[src/rtl/pifo_calendar_ctrl_pkg.sv]
// Shared definitions for the root PIFO calendar sequencing controller:
// element field layout, FSM encoding and the element pack helper.
package pifo_calendar_ctrl_pkg;

    localparam int ELEM_MAX_W     = 64;
    localparam int ELEM_IDX_W     = 6;
    localparam int ELEM_VALID_POS = 31;
    localparam int ELEM_OVF_POS   = 30;
    localparam int ELEM_RANK_POS  = 12;
    localparam int ELEM_RANK_W    = 18;

    localparam logic [0:0] ST_RUN   = 1'b0;
    localparam logic [0:0] ST_FLUSH = 1'b1;

    // Builds a calendar element in a 64-bit scratch word; caller truncates.
    function automatic logic [ELEM_MAX_W-1:0] pack_elem(
        input logic [ELEM_MAX_W-1:0] rank,
        input logic [ELEM_MAX_W-1:0] addr,
        input int                    rank_pos,
        input int                    rank_w,
        input int                    addr_w,
        input int                    valid_pos,
        input int                    ovf_pos
    );
        logic [ELEM_MAX_W-1:0] e;
        int j;
        int vp;
        int op;
        e  = '0;
        vp = valid_pos;
        op = ovf_pos;
        for (int i = 0; i < ELEM_MAX_W; i++) begin
            j = i - rank_pos;
            if (i < addr_w) begin
                e[i] = addr[i];
            end
            if (i >= rank_pos && i < rank_pos + rank_w) begin
                e[i] = rank[j[ELEM_IDX_W-1:0]];
            end
        end
        e[op[ELEM_IDX_W-1:0]] = 1'b0;
        e[vp[ELEM_IDX_W-1:0]] = 1'b1;
        return e;
    endfunction

endpackage

[src/rtl/pifo_ctrl_enq_fifo.sv]
// Small synchronous FIFO holding enqueue descriptors ahead of the calendar.
// Clear has priority over any write or read in the same cycle.
module pifo_ctrl_enq_fifo #(
    parameter int WIDTH = 30,
    parameter int DEPTH = 4
) (
    input  logic             clk,
    input  logic             rstn,
    input  logic             clr,
    input  logic             wr_en,
    input  logic [WIDTH-1:0] wr_data,
    input  logic             rd_en,
    output logic [WIDTH-1:0] rd_data,
    output logic             full,
    output logic             empty
);

    localparam int AW = $clog2(DEPTH);

    logic [WIDTH-1:0] mem_q [DEPTH];
    logic [AW:0]      wr_ptr_q;
    logic [AW:0]      wr_ptr_d;
    logic [AW:0]      rd_ptr_q;
    logic [AW:0]      rd_ptr_d;
    logic             do_wr;
    logic             do_rd;

    assign empty   = (wr_ptr_q == rd_ptr_q);
    assign full    = (wr_ptr_q[AW-1:0] == rd_ptr_q[AW-1:0]) &
                     (wr_ptr_q[AW] != rd_ptr_q[AW]);
    assign rd_data = mem_q[rd_ptr_q[AW-1:0]];
    assign do_wr   = wr_en & ~full & ~clr;
    assign do_rd   = rd_en & ~empty & ~clr;

    always_comb begin
        wr_ptr_d = wr_ptr_q;
        rd_ptr_d = rd_ptr_q;
        if (clr) begin
            wr_ptr_d = '0;
            rd_ptr_d = '0;
        end else begin
            if (do_wr) wr_ptr_d = wr_ptr_q + 1'b1;
            if (do_rd) rd_ptr_d = rd_ptr_q + 1'b1;
        end
    end

    always_ff @(posedge clk or negedge rstn) begin
        if (!rstn) begin
            wr_ptr_q <= '0;
            rd_ptr_q <= '0;
            for (int i = 0; i < DEPTH; i++) mem_q[i] <= '0;
        end else begin
            wr_ptr_q <= wr_ptr_d;
            rd_ptr_q <= rd_ptr_d;
            if (do_wr) mem_q[wr_ptr_q[AW-1:0]] <= wr_data;
        end
    end

endmodule

[src/rtl/pifo_calendar_ctrl.sv]
// Sequences enqueue inserts and dequeue pops onto the root PIFO calendar,
// one operation per cycle with round-robin arbitration, plus a drain flush.
module pifo_calendar_ctrl
    import pifo_calendar_ctrl_pkg::*;
#(
    parameter int BUFFER_ADDR_WIDTH         = 12,
    parameter int PIFO_RANK_WIDTH           = ELEM_RANK_W,
    parameter int PIFO_ROOT_WIDTH           = 32,
    parameter int ROOT_RANK_START_POS       = ELEM_RANK_POS,
    parameter int ROOT_PIFO_INFO_VALID_POS  = ELEM_VALID_POS,
    parameter int PIFO_CALENDAR_INDEX_WIDTH = 10,
    parameter int ENQ_FIFO_DEPTH            = 4,
    parameter int STALL_CNT_WIDTH           = 16
) (
    input  logic                                 clk,
    input  logic                                 rstn,
    input  logic                                 s_enq_valid,
    output logic                                 s_enq_ready,
    input  logic [PIFO_RANK_WIDTH-1:0]           s_enq_rank,
    input  logic [BUFFER_ADDR_WIDTH-1:0]         s_enq_addr,
    input  logic                                 s_deq_req,
    output logic                                 m_deq_valid,
    output logic [BUFFER_ADDR_WIDTH-1:0]         m_deq_addr,
    output logic [PIFO_RANK_WIDTH-1:0]           m_deq_rank,
    input  logic                                 flush_start,
    output logic                                 flush_busy,
    output logic [PIFO_ROOT_WIDTH-1:0]           m_cal_info,
    output logic                                 m_cal_insert_en,
    output logic                                 m_cal_pop_en,
    input  logic [PIFO_ROOT_WIDTH-1:0]           s_cal_top,
    input  logic                                 s_cal_full,
    input  logic [PIFO_CALENDAR_INDEX_WIDTH-1:0] s_cal_count,
    output logic [STALL_CNT_WIDTH-1:0]           stat_insert_stall_cnt
);

    localparam int FW = PIFO_RANK_WIDTH + BUFFER_ADDR_WIDTH;

    logic                         fifo_full;
    logic                         fifo_empty;
    logic [FW-1:0]                fifo_head;
    logic [ELEM_MAX_W-1:0]        elem;
    logic                         unused_bits;

    logic [0:0]                   state_q;
    logic [0:0]                   state_d;
    logic                         deq_pending_q;
    logic                         deq_pending_d;
    logic                         last_ins_q;
    logic                         last_ins_d;
    logic                         m_deq_valid_q;
    logic                         m_deq_valid_d;
    logic [BUFFER_ADDR_WIDTH-1:0] m_deq_addr_q;
    logic [BUFFER_ADDR_WIDTH-1:0] m_deq_addr_d;
    logic [PIFO_RANK_WIDTH-1:0]   m_deq_rank_q;
    logic [PIFO_RANK_WIDTH-1:0]   m_deq_rank_d;
    logic [STALL_CNT_WIDTH-1:0]   stall_cnt_q;
    logic [STALL_CNT_WIDTH-1:0]   stall_cnt_d;

    logic run;
    logic cal_nonempty;
    logic ins_elig;
    logic pop_elig;
    logic ins_gnt;
    logic pop_gnt;
    logic flush_go;

    pifo_ctrl_enq_fifo #(
        .WIDTH (FW),
        .DEPTH (ENQ_FIFO_DEPTH)
    ) u_enq_fifo (
        .clk     (clk),
        .rstn    (rstn),
        .clr     (flush_go),
        .wr_en   (s_enq_valid),
        .wr_data ({s_enq_rank, s_enq_addr}),
        .rd_en   (ins_gnt),
        .rd_data (fifo_head),
        .full    (fifo_full),
        .empty   (fifo_empty)
    );

    assign elem = pack_elem(
        {{(ELEM_MAX_W-PIFO_RANK_WIDTH){1'b0}}, fifo_head[FW-1 -: PIFO_RANK_WIDTH]},
        {{(ELEM_MAX_W-BUFFER_ADDR_WIDTH){1'b0}}, fifo_head[BUFFER_ADDR_WIDTH-1:0]},
        ROOT_RANK_START_POS, PIFO_RANK_WIDTH, BUFFER_ADDR_WIDTH,
        ROOT_PIFO_INFO_VALID_POS, ELEM_OVF_POS);

    assign unused_bits = ^{elem[ELEM_MAX_W-1:PIFO_ROOT_WIDTH], s_cal_top};

    assign m_cal_info            = elem[PIFO_ROOT_WIDTH-1:0];
    assign m_cal_insert_en       = ins_gnt;
    assign m_cal_pop_en          = pop_gnt;
    assign s_enq_ready           = ~fifo_full;
    assign flush_busy            = (state_q == ST_FLUSH);
    assign m_deq_valid           = m_deq_valid_q;
    assign m_deq_addr            = m_deq_addr_q;
    assign m_deq_rank            = m_deq_rank_q;
    assign stat_insert_stall_cnt = stall_cnt_q;

    // Flush drains whatever the calendar holds, ignoring egress requests.
    always_comb begin
        run          = (state_q == ST_RUN);
        cal_nonempty = (s_cal_count != '0);
        flush_go     = run & flush_start;
        ins_elig     = ~fifo_empty & ~s_cal_full & run;
        pop_elig     = cal_nonempty & (~run | s_deq_req | deq_pending_q);
        if (ins_elig & pop_elig) begin
            ins_gnt = ~last_ins_q;
            pop_gnt = last_ins_q;
        end else begin
            ins_gnt = ins_elig;
            pop_gnt = pop_elig;
        end
    end

    always_comb begin
        state_d       = state_q;
        deq_pending_d = deq_pending_q;
        last_ins_d    = last_ins_q;
        m_deq_valid_d = pop_gnt & run;
        m_deq_addr_d  = m_deq_addr_q;
        m_deq_rank_d  = m_deq_rank_q;
        stall_cnt_d   = stall_cnt_q;

        case (state_q)
            ST_RUN: begin
                if (flush_start) state_d = ST_FLUSH;
            end
            default: begin
                if (!pop_gnt && !cal_nonempty) state_d = ST_RUN;
            end
        endcase

        if (flush_go || pop_gnt) begin
            deq_pending_d = 1'b0;
        end else if (run && s_deq_req) begin
            deq_pending_d = 1'b1;
        end

        if (ins_gnt) begin
            last_ins_d = 1'b1;
        end else if (pop_gnt) begin
            last_ins_d = 1'b0;
        end

        if (pop_gnt && run) begin
            m_deq_addr_d = s_cal_top[BUFFER_ADDR_WIDTH-1:0];
            m_deq_rank_d = s_cal_top[ROOT_RANK_START_POS +: PIFO_RANK_WIDTH];
        end

        if (~fifo_empty && s_cal_full && run && ~&stall_cnt_q) begin
            stall_cnt_d = stall_cnt_q + 1'b1;
        end
    end

    // last_ins resets high so the first contended cycle goes to pop.
    always_ff @(posedge clk or negedge rstn) begin
        if (!rstn) begin
            state_q       <= ST_RUN;
            deq_pending_q <= 1'b0;
            last_ins_q    <= 1'b1;
            m_deq_valid_q <= 1'b0;
            m_deq_addr_q  <= '0;
            m_deq_rank_q  <= '0;
            stall_cnt_q   <= '0;
        end else begin
            state_q       <= state_d;
            deq_pending_q <= deq_pending_d;
            last_ins_q    <= last_ins_d;
            m_deq_valid_q <= m_deq_valid_d;
            m_deq_addr_q  <= m_deq_addr_d;
            m_deq_rank_q  <= m_deq_rank_d;
            stall_cnt_q   <= stall_cnt_d;
        end
    end

endmodule

[config.mk]
export PLATFORM = sky130hd
export DESIGN_NAME = pifo_calendar_ctrl
export DESIGN_NICKNAME = d
export VERILOG_FILES = /design/src/rtl/pifo_calendar_ctrl_pkg.sv /design/src/rtl/pifo_ctrl_enq_fifo.sv /design/src/rtl/pifo_calendar_ctrl.sv
export SDC_FILE = /design/constraint.sdc
export NUM_CORES = 1
export LEC_CHECK = 0
export ABC_AREA = 1
export CAP_MARGIN = 20
export CORE_MARGIN = 10
export CORE_UTILIZATION = 65
export CTS_CLUSTER_DIAMETER = 150
export CTS_CLUSTER_SIZE = 30
export DETAILED_ROUTE_END_ITERATION = 10
export DONT_BUFFER_PORTS = 1
export HOLD_SLACK_MARGIN = 0.12
export PLACE_DENSITY = 0.81
export SYNTH_ARGS = -nofsm -noshare
export SYNTH_HDL_FRONTEND = slang
export SYNTH_SLANG_ARGS = --single-unit
[constraint.sdc]
create_clock -name clk -period 3.5 [get_ports clk]
set_input_delay 0.35 -clock clk [delete_from_list [all_inputs] [get_ports clk]]
set_output_delay 0.35 -clock clk [all_outputs]
set_load 0.05 [all_outputs]
==> results.py <==
metrics = {
    "run_status": {
        "outcome": "finished with violations",
        "failed_checks": "negative hold slack",
    },
    "sta": {
        "setup_viol": 0,
        "layout_setup_ws_ns": 0.6807,
        "rsz0062_at_grt": "false",
        "min_period_ns": 2.819,
        "worstMarginPinSlew_ns": 0.7789,
        "slew_viol_final": 0,
        "finalClockSkew_ns": 0.01222,
        "max_freq_mhz": 354.7,
        "setup_tns_ns": 0,
        "finalHoldWorstSlack_ns": -0.3918,
        "relSlewSlack_pct": 48.02,
        "fin_crit_sh_pct": 80.55,
        "hold_viol": 176,
    },
    "global_route": {
        "grt_overflow": 0,
        "antenna_found_initial": 3,
        "grt_use_total_pct": 26.08,
        "grt_pass1_wl_mm": 37.65,
        "grt_pass1_vias": 7329,
        "grt_start_max_net_pins": 177,
    },
    "cells_and_area": {
        "final_common_cell": "nand2_1",
        "final_layout_size_suffix_gt1_share_pct": 9.050,
        "final.fill_count": 930,
        "final_cell_area_sq_um": 9839,
        "syn_to_final_growth_pct": 17.71,
        "final_util_pct": 77.97,
        "final_cell_mix": "nand2_1, dfrtp_1, o21ai_0",
        "stdcell_count": 1293,
        "fin_nets": 1187,
    },
    "clocking": {
        "clkSlewWorstSetupHoldPaths_ns": 0.07,
        "cts_inserted_buffers": 17,
        "cts_resized": 0,
        "cts_tree": "done",
        "cts_hold_buf": 61,
        "clkLatencyLatePin_ns": 0.44,
        "post_cts_buffers": 0,
        "clk_path_buf_depth": 2,
        "cts_max_level": 4,
        "clockRootBuffer": "clkbuf_16",
        "cts_sinks": 176,
    },
    "synth": {
        "syn_nets": 1129,
        "synthFlopType": "dfrtp_1",
        "ys_async_sr_fraction_pct": 100.0,
        "yosysWarnings": 0,
        "synth_seq_area_share_pct": 52.70,
        "synth-seq-cells": 176,
        "syn_area_per_cell_sq_um": 7.999,
        "synth_top_cell_by_area": "dfrtp_1",
        "synth.area.top_cells": "dfrtp_1, nand2_1, o21ai_0, o21ai_1, nor2_1",
        "synth_area_sq_um": 8359,
        "yosysTopAreaCellShare_pct": 52.39,
        "netlist_instances": 1045,
        "synth.distinct_cells": 27,
        "synth_edf_count": 0,
    },
    "pwr": {
        "vdd_drop_max_mv": 0.6691,
        "p_leak_nw": 4.913,
        "powerDensity_nw_per_um2": 995.0,
        "finalPower_mw": 9.791,
    },
    "critical_path": {
        "cp-start-kind": "flop",
        "rr_startpoint": "u_enq_fifo.rd_ptr_q[1]$_DFFE_PN0P_",
        "path_cells": "nand2_1 > nand2_1 > nand3b_2 > nand3_4 > buf_4 > nor2_2 > buf_4 > nand2_1 > nand2_1",
        "critical-path-max-stage-delay_ns": 0.64,
        "cpMaxStageDelayCell": "dfrtp_1",
        "crit_family": "simple AND/OR/NAND/NOR gates",
        "crit_fanout": 53,
        "r2r_setup_slack_ns": 0.68,
        "critPathRequiredTime_ns": 3.82,
        "cp_common_cell": "nand2_1",
        "cp-end-kind": "flop",
        "timing.rr.end": "u_enq_fifo.mem_q[54]$_DFFE_PN0P_",
        "crit_arrival_ns": 3.14,
        "cp-endpoint": "u_enq_fifo.mem_q[54]$_DFFE_PN0P_",
        "crit_path_start": "u_enq_fifo.rd_ptr_q[1]$_DFFE_PN0P_",
        "cp.depth": 9,
        "worstRegToRegCells": 9,
        "crit_type": "flop to flop",
        "cp_num_buf_inv": 2,
    },
    "placed_design": {
        "gp_congestion": 0.8250,
        "post-place-cells": 1194,
        "place_ws_ns": 0.6269,
        "place_area_sq_um": 8635,
        "hpwlAfterDp_mm": 13.40,
        "port_buffers": 0,
    },
    "min_path": {
        "min_path_type": "input pin to asynchronous set/reset pin",
    },
    "routing": {
        "drt_iter0_markers": 873,
        "drt-pass1-iter-count": 5,
        "wl_mm": 23.54,
        "viasPerCell": 5.827,
        "drc_errors": 0,
        "vias": 7534,
        "wire_per_inst_um": 18.20,
        "antenna_left": 0,
    },
    "floorplanning": {
        "boundaryPins": 161,
        "die-area_sq_um": 17800,
        "start_util_pct": 66.24,
        "num_rows": 41,
        "core_sq_um": 12620,
        "die_w_um": 133.4,
        "die_h_um": 133.4,
    },
    "run": {
        "drv_cap": 0,
    },
}
==> state kept, by name (all words and copies together), names as in the netlist, 3 cells and up <==
register	count
m_deq_addr	12
stat_insert_stall_cnt	16
u_enq_fifo.rd_ptr_q	3
u_enq_fifo.mem_q	120
u_enq_fifo.wr_ptr_q	3
m_deq_rank	18
==> worst min-delay path by stage <==
stage,end,cells after the start
2_1_floorplan,deq_pending_q$_DFFE_PN0P_,0
3_3_place_gp,u_enq_fifo.mem_q[27]$_DFFE_PN0P_,0
3_5_place_dp,u_enq_fifo.mem_q[27]$_DFFE_PN0P_,0
4_1_cts,m_deq_addr[1]$_DFFE_PN0P_,0
5_1_grt,u_enq_fifo.mem_q[27]$_DFFE_PN0P_,0
6_report,u_enq_fifo.mem_q[27]$_DFFE_PN0P_,0
==> area by class of cell <==
type	instances	area, sq um	share of cell area [%]
flip-flops and latches	176	4407	44.79
multi-input cells	761	3486	35.43
repair buffers	114	1025	10.41
clock buffers	18	439.2	4.463
well taps	172	215.2	2.187
clock inverters	14	131.4	1.335
inverters	33	123.9	1.259
diodes	5	12.51	0.1272
==> synthesized netlist by cell type (13+ instances only) <==
cell	count
nor2_1	82
dfrtp_1	175
nand2_1	361
nand3_1	18
nand4_1	37
buf_4	13
clkbuf_1	39
o22ai_1	30
o21ai_1	94
buf_2	21
inv_1	30
o21ai_0	107
==> power by group <==
part           leakage, nW  switching, mW  total, mW  internal (mW)
sequential            2.22           1.15       4.01           2.86
combinational         2.41           2.77       3.93           1.16
clock                0.275          0.844       1.85           1.01
total                 4.91           4.76       9.79           5.03
==> cell families after synthesis <==
| logic type | count (synthesis) | synth area share [%] |
|---|---|---|
| buffers and inverters | 108 | 5.748 |
| AOI/OAI and AO/OA | 232 | 14.37 |
| other | 2 | 0.08984 |
| and+or+nand+nor | 506 | 24.62 |
| xor gates and xnor gates | 15 | 1.572 |
| DFF | 176 | 52.70 |
| adders and majority gates | 6 | 0.8980 |
==> metal layers <==
metal | part of all wire, % | global-route usage (%) | vias to the layer above
met1 | 40 | 32.02 | 3587
met2 | 50 | 42.35 | 338
met4 | 2.3 | 11.00 | 0
li1 | - | - | 3558
met3 | 7.9 | 7.331 | 51
met5 | 0 | 0 | -
Power figures use the tool's default switching activity.
